$ cat src/rtl/sequenciador_ula_banco.sv
// Multi-cycle register-to-register sequencer: reads two operands from the
// 16x16 register bank, runs a 16-bit ALU operation and writes the result back.
module sequenciador_ula_banco #(
  parameter int LARGURA  = 16,
  parameter int BITS_END = 4
) (
  input  logic                clock,
  input  logic                reset,
  input  logic                inicio,
  input  logic [3:0]          opcode,
  input  logic [BITS_END-1:0] end_dest,
  input  logic [BITS_END-1:0] end_fonte,
  output logic                ocupado,
  output logic                pronto,
  output logic                erro,
  output logic [3:0]          flags,
  output logic                hab_escrita,
  output logic [BITS_END-1:0] end_a,
  output logic [BITS_END-1:0] end_b,
  input  logic [LARGURA-1:0]  dado_a,
  input  logic [LARGURA-1:0]  dado_b,
  output logic [LARGURA-1:0]  dado_e
);

  localparam int MSB = LARGURA - 1;
  localparam logic [LARGURA-1:0] UM = {{(LARGURA-1){1'b0}}, 1'b1};

  localparam logic [3:0] OP_ADD = 4'd0;
  localparam logic [3:0] OP_SUB = 4'd1;
  localparam logic [3:0] OP_AND = 4'd2;
  localparam logic [3:0] OP_OR  = 4'd3;
  localparam logic [3:0] OP_XOR = 4'd4;
  localparam logic [3:0] OP_NOT = 4'd5;
  localparam logic [3:0] OP_SHL = 4'd6;
  localparam logic [3:0] OP_SHR = 4'd7;
  localparam logic [3:0] OP_MOV = 4'd8;
  localparam logic [3:0] OP_CMP = 4'd9;
  localparam logic [3:0] OP_INC = 4'd10;
  localparam logic [3:0] OP_DEC = 4'd11;

  typedef enum logic [2:0] {
    OCIOSO,
    LEITURA,
    EXECUTA,
    ESCRITA,
    FIM
  } estado_t;

  estado_t                estado, prox_estado;
  logic [3:0]             op_q;
  logic [BITS_END-1:0]    dest_q, fonte_q;
  logic [LARGURA-1:0]     resultado;
  logic [3:0]             flags_q;

  logic [LARGURA-1:0]     operando_b;
  logic [LARGURA:0]       soma, dif;
  logic [LARGURA-1:0]     res_c;
  logic                   c_c, v_c;
  logic                   ilegal, escreve;

  assign ilegal  = (op_q > OP_DEC);
  assign escreve = !ilegal && (op_q != OP_CMP);

  // INC/DEC reuse the add/subtract paths with a constant second operand.
  always_comb begin
    // NOTE: every combinational output gets a default first so no path leaves it unassigned (no latch).
    operando_b = ((op_q == OP_INC) || (op_q == OP_DEC)) ? UM : dado_b;
    soma       = {1'b0, dado_a} + {1'b0, operando_b};
    dif        = {1'b0, dado_a} - {1'b0, operando_b};
    res_c      = '0;
    c_c        = 1'b0;
    v_c        = 1'b0;
    case (op_q)
      OP_ADD, OP_INC: begin
        res_c = soma[MSB:0];
        c_c   = soma[LARGURA];
        v_c   = (dado_a[MSB] == operando_b[MSB]) && (soma[MSB] != dado_a[MSB]);
      end
      OP_SUB, OP_CMP, OP_DEC: begin
        res_c = dif[MSB:0];
        c_c   = dif[LARGURA];
        v_c   = (dado_a[MSB] != operando_b[MSB]) && (dif[MSB] != dado_a[MSB]);
      end
      OP_AND: res_c = dado_a & dado_b;
      OP_OR:  res_c = dado_a | dado_b;
      OP_XOR: res_c = dado_a ^ dado_b;
      OP_NOT: res_c = ~dado_a;
      OP_SHL: begin
        res_c = {dado_a[MSB-1:0], 1'b0};
        c_c   = dado_a[MSB];
      end
      OP_SHR: begin
        res_c = {1'b0, dado_a[MSB:1]};
        c_c   = dado_a[0];
      end
      OP_MOV: res_c = dado_b;
      default: ;
    endcase
  end

  always_comb begin
    prox_estado = estado;
    case (estado)
      OCIOSO:  if (inicio) prox_estado = LEITURA;
      LEITURA: prox_estado = EXECUTA;
      EXECUTA: prox_estado = escreve ? ESCRITA : FIM;
      ESCRITA: prox_estado = FIM;
      FIM:     prox_estado = OCIOSO;
      default: prox_estado = OCIOSO;
    endcase
  end

  always_ff @(posedge clock) begin
    if (reset) begin
      // NOTE: sequential state uses non-blocking assignments so every register samples pre-edge values.
      estado    <= OCIOSO;
      op_q      <= '0;
      dest_q    <= '0;
      fonte_q   <= '0;
      resultado <= '0;
      flags_q   <= '0;
    end else begin
      estado <= prox_estado;
      case (estado)
        OCIOSO: begin
          if (inicio) begin
            op_q    <= opcode;
            dest_q  <= end_dest;
            fonte_q <= end_fonte;
          end
        end
        EXECUTA: begin
          resultado <= res_c;
          // Illegal opcodes leave the status untouched.
          if (!ilegal) flags_q <= {(res_c == '0), res_c[MSB], c_c, v_c};
        end
        default: ;
      endcase
    end
  end

  // The latched addresses are stable from LEITURA through ESCRITA, so the
  // bank ports are driven straight from them and hold between commands.
  assign end_a       = dest_q;
  assign end_b       = fonte_q;
  assign dado_e      = resultado;
  assign flags       = flags_q;
  assign ocupado     = (estado == LEITURA) || (estado == EXECUTA) || (estado == ESCRITA);
  assign pronto      = (estado == FIM);
  assign erro        = (estado == FIM) && ilegal;
  assign hab_escrita = (estado == ESCRITA);

endmodule

$ cat config.mk
export PLATFORM = sky130hd
export DESIGN_NAME = sequenciador_ula_banco
export DESIGN_NICKNAME = d
export VERILOG_FILES = /design/src/rtl/sequenciador_ula_banco.sv
export SDC_FILE = /design/constraint.sdc
export NUM_CORES = 1
export LEC_CHECK = 0
export CAP_MARGIN = 20
export CORE_MARGIN = 3
export CORE_UTILIZATION = 45
export DETAILED_ROUTE_END_ITERATION = 12
export DONT_BUFFER_PORTS = 1
export PLACE_DENSITY = 0.6
export SLEW_MARGIN = 10
export SYNTH_ARGS = -nofsm -noshare
export SYNTH_HDL_FRONTEND = slang
export SYNTH_SLANG_ARGS = --single-unit
$ cat constraint.sdc
create_clock -name clock -period 5.7 [get_ports clock]
set_clock_uncertainty 0.15 [all_clocks]
set_input_delay 1.14 -clock clock [delete_from_list [all_inputs] [get_ports clock]]
set_output_delay 1.14 -clock clock [all_outputs]
set_load 0.05 [all_outputs]
Word-level counts from Yosys, hierarchy flattened
Index checks and enable logic that the tools add are counted.
Widths: inputs -> output; s select.
Operators by class
  order comparisons: 1
  bitwise gates (word level): 5
  reductions and logical operators: 15
  muxes and demuxes: 7
  $add $sub $neg: 2
  equal/unequal tests: 21
Operators with widths (count)
  $pmux 16 s9: 1
  $add 16x16->17: 1
  $sub 16x16->17: 1
  $and 16x16->16: 1
  $eq 4x3->1 const B: 4
  $eq 4x4->1 const B: 4
  $logic_not 16->1: 1
  $mux 16: 1
  $not 16->16: 1
  $or 16x16->16: 1
  $xor 16x16->16: 1
  $pmux 3 s4: 1
  $eq 4x2->1 const B: 2
  $eq 3x2->1 const B: 2
  $mux 3: 2
  $eq 4x1->1 const B: 1
  $gt 4x4->1 const B: 1
  $logic_and 1x1->1: 4
  $logic_not 4->1: 1
  $ne 4x4->1 const B: 1
  $pmux 1 s4: 1
  $reduce_and 2->1: 2
  $eq 3x1->1 const B: 1
  $eq 3x3->1 const B: 1
  10 further kinds: 14
Storage, ports and cells
  flip-flop bits (word level): 35
  output and inout port bits: 32

Depth between registers and ports, before layout
Gate-level depths: netlist (run 1).
  depth in word-level cells: 7
  mapped depth: 18
  mapped depth without buffers: 14

Least setup slack after synthesis (run 1)
Ideal clock, no wire load.
  path type: reg2reg
  start: register op_q[1]
  end: register flags_q[3] (netlist: flags[3])
  arrival: 3866 ps
  path slack: 1599 ps
  cell stages (with the launch flop): 19
  path buffers: 5
  path through: dfxtp_1 buf_6 buf_6 buf_2 buf_1 nand2_1 clkbuf_1 nand2_1 ha_1 fa_1 nand3b_1 a21oi_1 and2_1 a221oi_1 a221oi_1 nand4_1 a2111oi_2 nand4_1 o31ai_2
On the way
  cells in the longest elaborated chain, start to end: 6
RTL lines
  start, declared: line 50  | logic [3:0] op_q;
  start signal, assigned: line 127  | op_q <= opcode;
  $eq 4x4->1: line 67, 73
  $logic_or 1x1->1: line 67  | operando_b = ((op_q == OP_INC) || (op_q == OP_DEC)) ? UM : dado_b;
  $mux 16: line 67
  $sub 16x16->17 or $add 16x16->17 (tied branches): line 69, 68
  $pmux 16 s9: line 73  | case (op_q)
  $logic_not 16->1: line 135  | if (!ilegal) flags_q <= {(res_c == '0), res_c[MSB], c_c, v_c};
  end signal, assigned: line 135
  end, declared: line 53  | logic [3:0] flags_q;
Several ways; a longest one is shown, not always the timed one.
A chain may end at the register's enable or synchronous reset.

Worst setup path in the final report (run 1)
  start: register op_q[2]
  end: register flags_q[3] (netlist: flags[3])
Same word-level chain as after synthesis.

==> impl_metrics.yaml, run 1 <==
grt:
  globalRouteOverflowTotal: 0
  antenna_found_initial: 0
  grt_pass1_vias: 4663
  grt_pass1_wl_um: 25600
  grt.total_usage: 0.252
  grt_max_degree: 46
critical_path:
  cp-start-kind: "flip-flop"
  crit_slowest_cell: "a221oi_1"
  critical-path-max-stage-delay_ps: 540
  critPathKind: "reg2reg"
  cp_cell_sequence: "buf_4 -> nor2b_1 -> buf_4 -> nand2_1 -> buf_4 -> nand2_1 -> ha_1 -> fa_1 -> nand3b_1 -> a21oi_1 -> and2_1 -> a221oi_1 -> a221oi_1 -> nand4_1 -> a2111oi_2 -> nand4_1 -> o31ai_2"
  crit_family: "compound AO/OA/AOI/OAI gates"
  critPathMaxFanout: 25
  cpMostUsedCell: "buf_4"
  path_buf_inv: 3
  cp.required_ps: 5750
  arrival_ps: 4580
  cp-end-kind: "flip-flop"
floorplanning:
  dieArea_um2: 12400
  pin_count: 79
  initial_utilization: 0.474
  rows: 37
  die_x_um: 111
  dieHeight_um: 111
  design.core.area_um2: 10600
synthesis:
  ys_ff_latch: 35
  ys_types: 85
  syn_area_per_cell_um2: 7.38
  synth_seq_area_share: 0.140
  synth_top_area_share: 0.173
  syn_inst: 678
  netlist_top_cells_area: "ha_1, dfxtp_1, nand2_1"
  ys_warn_count: 0
  yosys.area.top_type: "ha_1"
  async_flop_share: 0
  synth_edf_count: 0
  ys.flop_type: "dfxtp_1"
  yosysMostFrequentCell: "nand2_1"
  syn_nets: 796
  synthesis.area_um2: 5000
  synth_commonest_cells: "nand2_1, ha_1, inv_1"
status:
  status: "complete, no violations"
clock_network:
  cts_root_buf: "clkbuf_8"
  insertion_delay_ps: 290
  ctsLongestPathBuffers: 2
  numClockSinks: 35
  cts_resized: 0
  cts_made_buffers: 5
  cts_hold_buf: 0
  cts_tree: "yes"
  clkTransAtPathRegs_ps: 80
  htreeDepth: 2
  cts_setup_buffers: 0
pwr:
  p_per_area_nw_per_um2: 210
  ir_drop_uv: 152
  p_leak_uw: 0.00219
sta:
  layout_min_cycle_time_ps: 4520
  fmax_mhz: 221
  setup_viol: 0
  relSlewSlack: 0.345
  grt_setup_unrepaired: "false"
  drv_slew: 0
  hold_viol_final: 0
  fin_crit_sh: 0.794
  fin_setup_tns_ps: 0
  worst_pin_slew_ps: 981
  worst_slack_ps: 1180
route:
  drt_iter0_markers: 476
  wire_per_inst_um: 20.5
  drt-vias-per-instance: 6.36
  drc: 0
  drt-total-wl_um: 16200
  postRouteAntennaNets: 0
  firstDrtPassIters: 5
  vias: 5032
placement:
  place_ws_ps: 1290
  gp_congestion: 0.906
  dp_hpwl_um: 12200
  dpl_cell_area_um2: 5000
  io_buffers: 0
layout:
  layout-drive-gt1-share: 0.0641
  fin_util: 0.486
  fillers: 1073
  syn_to_final_growth_pct: 2.43
  insertedDiodeCount: 0
  design_area_um2: 5130
  fin_nets: 772
flow_run:
  maxCapViolCount: 0
hold_path:
  hold_path_class: "reg2reg"
path summary, 6_finish.rpt:
path / startpoint / to / slack, ps / cells after the start
setup / recovery: op_q[2] / flags[3] / 1180 / 17
hold / removal: estado[2] / estado[1] / 400 / 1
setup reg to reg: op_q[2] / flags[3] / 1180 / 17
hold reg to reg: estado[2] / estado[1] / 400 / 1
logic make-up (layout without fill, tap and decap cells):
logic type | Yosys count | after routing | synth area share
AND/OR/NAND/NOR | 231 | 231 | 0.227
AO/OA/AOI/OAI | 218 | 218 | 0.318
buffers and inverters | 104 | 81 | 0.0958
adder cells (fa/ha/maj) | 71 | 71 | 0.181
flip-flops | 35 | 35 | 0.140
multiplexers | 13 | 13 | 0.0290
XOR/XNOR | 6 | 6 | 0.0105
layout make-up:
type	count	area, um2	area share
Timing Repair Buffer	10	75.1	0.0146
Sequential cell	35	701	0.137
Tap cell	136	170	0.0332
Clock buffer	5	68.8	0.0134
Multi-Input combinational cell	539	3830	0.747
Inverter	63	236	0.0461
Clock inverter	3	43.8	0.00854
report_power, final:
part / leakage [uW] / total (uW) / switching (uW) / internal, uW
sequential: 0.000286 / 346 / 80.3 / 266
clock: 0.0000581 / 222 / 92.1 / 130
combinational: 0.00184 / 509 / 322 / 187
cell usage in the layout, fill, tap and decap left out, types with 13 or more instances in the layout:
cell	count
inv_1	63
o21ai_0	25
nor2_1	55
nor3_1	15
dfxtp_1	35
a21oi_1	58
nand2b_1	14
nand2_1	88
a211oi_1	13
ha_1	69
through the flow:
stage	cells	hold WS, ps	total power (uW)
global route	791	444	1150
finish	791	405	1080
detailed placement	781	379	849
global placement	781	379	843
floorplan	678	336	742
CTS	789	399	1070
layer usage:
metal  vias to the layer above  GRT usage  part of all wire
met2                       209      0.398              0.45
met1                      2376      0.348              0.44
met3                        44     0.0484             0.077
met4                         0     0.0754             0.030
li1                       2403          -                 -
met5                         -          0                 0
sequential cells by signal (all words and copies together) (netlist names):
register  count
op_q          4
flags         4
dado_e       16
end_a         4
end_b         4
estado        3
Note: power is estimated with default switching activity, not from simulation.
==> inputs of run 2 (changes only) <==
- clock period: 5.7 -> 4.67 ns (I/O delays scaled with it)
==> run 2 against run 1 <==
First-iteration DRC count is 9.0% lower. Utilization barely moved. Fmax is 9.8% higher. Critical path depth down 3. Worst setup slack got worse by 630 ps. Sequential share of layout area about the same. Sequential power rose by 21%. Sequential cell count stayed put. Wire length fell by 1.9%. Via count unchanged. Register-to-register slack got worse by 630 ps. Critical endpoint unchanged. Largest cell class unchanged. Largest power group unchanged.
==> impl_metrics.yaml, run 2 (synthesis gave the netlist of run 1 again) <==
status:
  status: "complete, no violations"
pwr:
  p_per_area_nw_per_um2: 245
  power_uw: 1250
  intPower_uw: 663
  p_sw_uw: 592
  seq_power_share: 0.332
  comb_power_share: 0.500
  p_leak_uw: 0.00219
  ir_drop_uv: 142
  clkPwrFrac: 0.167
  swShare: 0.472
route:
  drt-vias-per-instance: 6.33
  wire_per_inst_um: 20.0
  vias: 5032
  drc: 0
  firstDrtPassIters: 5
  drt-total-wl_um: 15900
  drt_iter0_markers: 433
  postRouteAntennaNets: 0
layout:
  syn_to_final_growth_pct: 2.35
  fin_cells: 795
  final_common_cell: "nand2_1"
  insertedDiodeCount: 0
  layout-drive-gt1-share: 0.0668
  largest_register_ffs: 16
  fin_nets: 776
  final_cell_mix: "nand2_1, ha_1, inv_1"
clock_network:
  htreeDepth: 2
  ctsLongestPathBuffers: 2
  cts_tree: "yes"
  clkTransAtPathRegs_ps: 70
  cts_setup_buffers: 0
  cts_hold_buf: 0
  insertion_delay_ps: 290
  cts_made_buffers: 5
  numClockSinks: 35
  cts_root_buf: "clkbuf_8"
  cts_resized: 0
floorplanning:
  rows: 37
  design.core.area_um2: 10600
  die_x_um: 111
  dieHeight_um: 111
  pin_count: 79
  initial_utilization: 0.474
  dieArea_um2: 12400
critical_path:
  critical-path-max-stage-delay_ps: 490
  cp_cell_sequence: "nor2b_1 -> nand2_1 -> nand2_1 -> ha_1 -> fa_1 -> nand3b_1 -> a21oi_1 -> and2_1 -> a221oi_1 -> a221oi_1 -> nand4_1 -> a2111oi_2 -> nand4_1 -> o31ai_2"
  critPathMaxFanout: 9
  cp-end-kind: "flip-flop"
  cp-start-kind: "flip-flop"
  arrival_ps: 4170
  critPathKind: "reg2reg"
  cp.required_ps: 4720
  path_buf_inv: 0
  r2r-start: "op_q[3]"
  regToRegSetupSlack_ps: 550
  crit_slowest_cell: "a221oi_1"
  r2r-end: "flags[3]"
  reg2regPathDepth: 14
  crit_family: "simple AND/OR/NAND/NOR gates"
grt:
  antenna_found_initial: 0
  globalRouteOverflowTotal: 0
  grt.total_usage: 0.243
  grt_max_degree: 46
  grt_pass1_wl_um: 25100
  grt_pass1_vias: 4744
sta:
  drv_slew: 0
  fmax_mhz: 243
  fin_setup_tns_ps: 0
  layout_min_cycle_time_ps: 4120
  worst_pin_slew_ps: 954
  setup_viol: 0
  relSlewSlack: 0.347
  hold_viol_final: 0
  grt_setup_unrepaired: "false"
  fin_crit_sh: 0.882
hold_path:
  hold_start: "estado[2]"
  hold_depth: 1
  hold_path_end: "estado[1]"
  hold_path_class: "reg2reg"
placement:
  io_buffers: 0
  dp_cells: 786
  gp_congestion: 0.947
  dp_hpwl_um: 12300
flow_run:
  maxCapViolCount: 0
[run 2: metrics by stage]
step	util	hold slack [ps]	worst slack, ps	cell area [um2]
floorplan	-	336	569	5000
global placement	0.477	384	661	5040
detailed placement	0.477	401	456	5040
CTS	0.485	408	566	5120
global route	0.485	467	249	5120
finish	0.485	407	551	5120
[run 2: metal layers]
metal	global-route usage	wire, um	vias to the layer above
met1	0.321	6970	2402
met3	0.0527	1140	31
li1	-	-	2407
met4	0.0616	364	0
met2	0.404	7460	192
met5	0	0	-
[run 2: cell type report]
| cell class | instances | area, um2 |
|---|---|---|
| Tap cell | 136 | 170 |
| Inverter | 63 | 236 |
| Clock inverter | 1 | 5.00 |
| Multi-Input combinational cell | 539 | 3830 |
| Timing Repair Buffer | 14 | 103 |
| Fill cell | 1090 | 5430 |
| Clock buffer | 7 | 76.3 |
| Sequential cell | 35 | 701 |
[run 2: how the worst max path moves through the flow]
| stage | startpoint | to | slack [ps] | depth (start not counted) |
|---|---|---|---|---|
| after detailed placement | dado_b[0] | flags[3] | 460 | 13 |
| after global routing | op_q[3] | flags[3] | 250 | 14 |
| after floorplan | op_q[1] | flags[3] | 570 | 18 |
| after global placement | dado_b[0] | flags[3] | 660 | 13 |
| after CTS | op_q[3] | flags[3] | 570 | 14 |
| final | op_q[3] | flags[3] | 550 | 14 |
[run 2: worst reg2reg max path: cells and delay by family (launching register included)]
| kind | cells | cell delay, ps |
|---|---|---|
| flip-flops | 1 | 310 |
| AND/OR/NAND/NOR | 7 | 1450 |
| adder cells (fa/ha/maj) | 2 | 690 |
| AO/OA/AOI/OAI | 5 | 1430 |
[run 2: power groups by stage]
stage | sequential [uW] | clock [uW] | combinational (uW)
3_3_place_gp | 424 | 0 | 609
6_report | 417 | 210 | 628
2_1_floorplan | 419 | 0 | 487
4_1_cts | 418 | 212 | 618
3_5_place_dp | 425 | 0 | 615
5_1_grt | 420 | 224 | 689
==> inputs of run 3 (changes only) <==
- CTS_BUF_LIST: not set -> sky130_fd_sc_hd__clkbuf_8
==> run 3 against run 2 <==
Wire length shrank 0.14%. Worst hold slack gained 2.2 ps. Fmax increased by 0.12%. Via count is 0.14% lower. Sequential share of layout area unchanged. Combinational power about the same. Critical path depth did not move. Utilization did not move. Register-to-register slack is essentially flat. Critical endpoint unchanged. Largest cell class unchanged. Largest power group unchanged.
==> impl_metrics.yaml, run 3 (synthesis gave the netlist of run 1 again) <==
pwr:
  p_leak_uw: 0.00220
  power_uw: 1250
  p_sw_uw: 591
  p_per_area_nw_per_um2: 244
  intPower_uw: 658
  seq_power_share: 0.334
  comb_power_share: 0.502
  ir_drop_uv: 142
  clkPwrFrac: 0.164
  swShare: 0.473
sta:
  fmax_mhz: 243
  relSlewSlack: 0.347
  worst_pin_slew_ps: 954
  layout_min_cycle_time_ps: 4110
  grt_setup_unrepaired: "false"
  fin_crit_sh: 0.881
  worst_slack_ps: 556
  hold_viol_final: 0
  drv_slew: 0
  fin_setup_tns_ps: 0
  setup_viol: 0
  hold_slack_ps: 409
route:
  drt-vias-per-instance: 6.32
  firstDrtPassIters: 6
  drc: 0
  top_layer: "met4"
  drt_iter0_markers: 415
  postRouteAntennaNets: 0
  wire_per_inst_um: 20.0
  wl_met2_um: 7460
  wl_met1_um: 6940
  vias: 5025
  drt-total-wl_um: 15900
  dr_wl_met3_um: 1150
clock_network:
  insertion_delay_ps: 290
  cts_made_buffers: 5
  cts_resized: 0
  htreeDepth: 2
  cts_hold_buf: 0
  cts_setup_buffers: 0
  cts_root_buf: "clkbuf_8"
  cts_tree: "yes"
  numClockSinks: 35
  ctsLongestPathBuffers: 2
  clkTransAtPathRegs_ps: 70
layout:
  syn_to_final_growth_pct: 2.35
  fin_nets: 776
  insertedDiodeCount: 0
  design_area_um2: 5120
  largest_register_ffs: 16
  layout-drive-gt1-share: 0.0668
  final_common_cell: "nand2_1"
  fillers: 1090
  final_cell_mix: "nand2_1, ha_1, inv_1"
floorplanning:
  die_x_um: 111
  initial_utilization: 0.474
  dieArea_um2: 12400
  pin_count: 79
  dieHeight_um: 111
  design.core.area_um2: 10600
  rows: 37
placement:
  dpl_cell_area_um2: 5040
  place_ws_ps: 456
  io_buffers: 0
  gp_congestion: 0.947
  dp_hpwl_um: 12300
flow_run:
  maxCapViolCount: 0
grt:
  globalRouteOverflowTotal: 0
  grt_pass1_wl_um: 25100
  grt_max_degree: 46
  grt.total_usage: 0.243
  antenna_found_initial: 0
  grt_pass1_vias: 4744
status:
  status: "complete, no violations"
critical_path:
  arrival_ps: 4160
  cp-end-kind: "flip-flop"
  cp.required_ps: 4720
  critPathKind: "reg2reg"
  cp-start-kind: "flip-flop"
  critPathMaxFanout: 9
hold_path:
  hold_path_class: "reg2reg"
-- run 3: cell count changes in the layout (fill, tap and decap cells not counted), sizes merged --
cell / delta
inv: +2
clkbuf: -2
-- run 3: power by group through the flow --
stage	Combinational (uW)	Sequential, uW	Clock [uW]
after detailed placement	615	425	0
after CTS	618	418	208
after floorplan	487	419	0
after global routing	689	420	220
after global placement	609	424	0
final	627	417	205
-- run 3: path summary, 6_finish.rpt --
path	startpoint	endpoint	slack (ps)	depth (start not counted)
min reg2reg	estado[2]	estado[1]	410	1
max	op_q[3]	flags[3]	560	14
max reg2reg	op_q[3]	flags[3]	560	14
min	estado[2]	estado[1]	410	1
-- run 3: final cells by class --
class / instances / area, um2 / area share
Sequential cell: 35 / 701 / 0.137
Timing Repair Buffer: 14 / 103 / 0.0200
Clock inverter: 3 / 12.5 / 0.00244
Multi-Input combinational cell: 539 / 3830 / 0.748
Inverter: 63 / 236 / 0.0462
Clock buffer: 5 / 68.8 / 0.0134
Tap cell: 136 / 170 / 0.0332
-- run 3: metrics by stage --
stage,util,instances
3_5_place_dp,0.477,786
2_1_floorplan,-,678
6_report,0.485,795
3_3_place_gp,0.477,786
4_1_cts,0.485,794
5_1_grt,0.485,795
-- run 3: critical path, cell delays in order, from the launching register on --
cell,delay (ps)
dfxtp_1,310
nor2b_1,140
nand2_1,340
nand2_1,180
ha_1,250
fa_1,440
nand3b_1,220
a21oi_1,390
and2_1,190
a221oi_1,70
a221oi_1,490
nand4_1,210
a2111oi_2,260
nand4_1,150
o31ai_2,220
-- run 3: per-layer routing --
layer  vias to the layer above  GRT usage
met4                         0     0.0616
met3                        31     0.0527
met2                       184      0.404
li1                       2406          -
met1                      2404      0.321
met5                         -          0
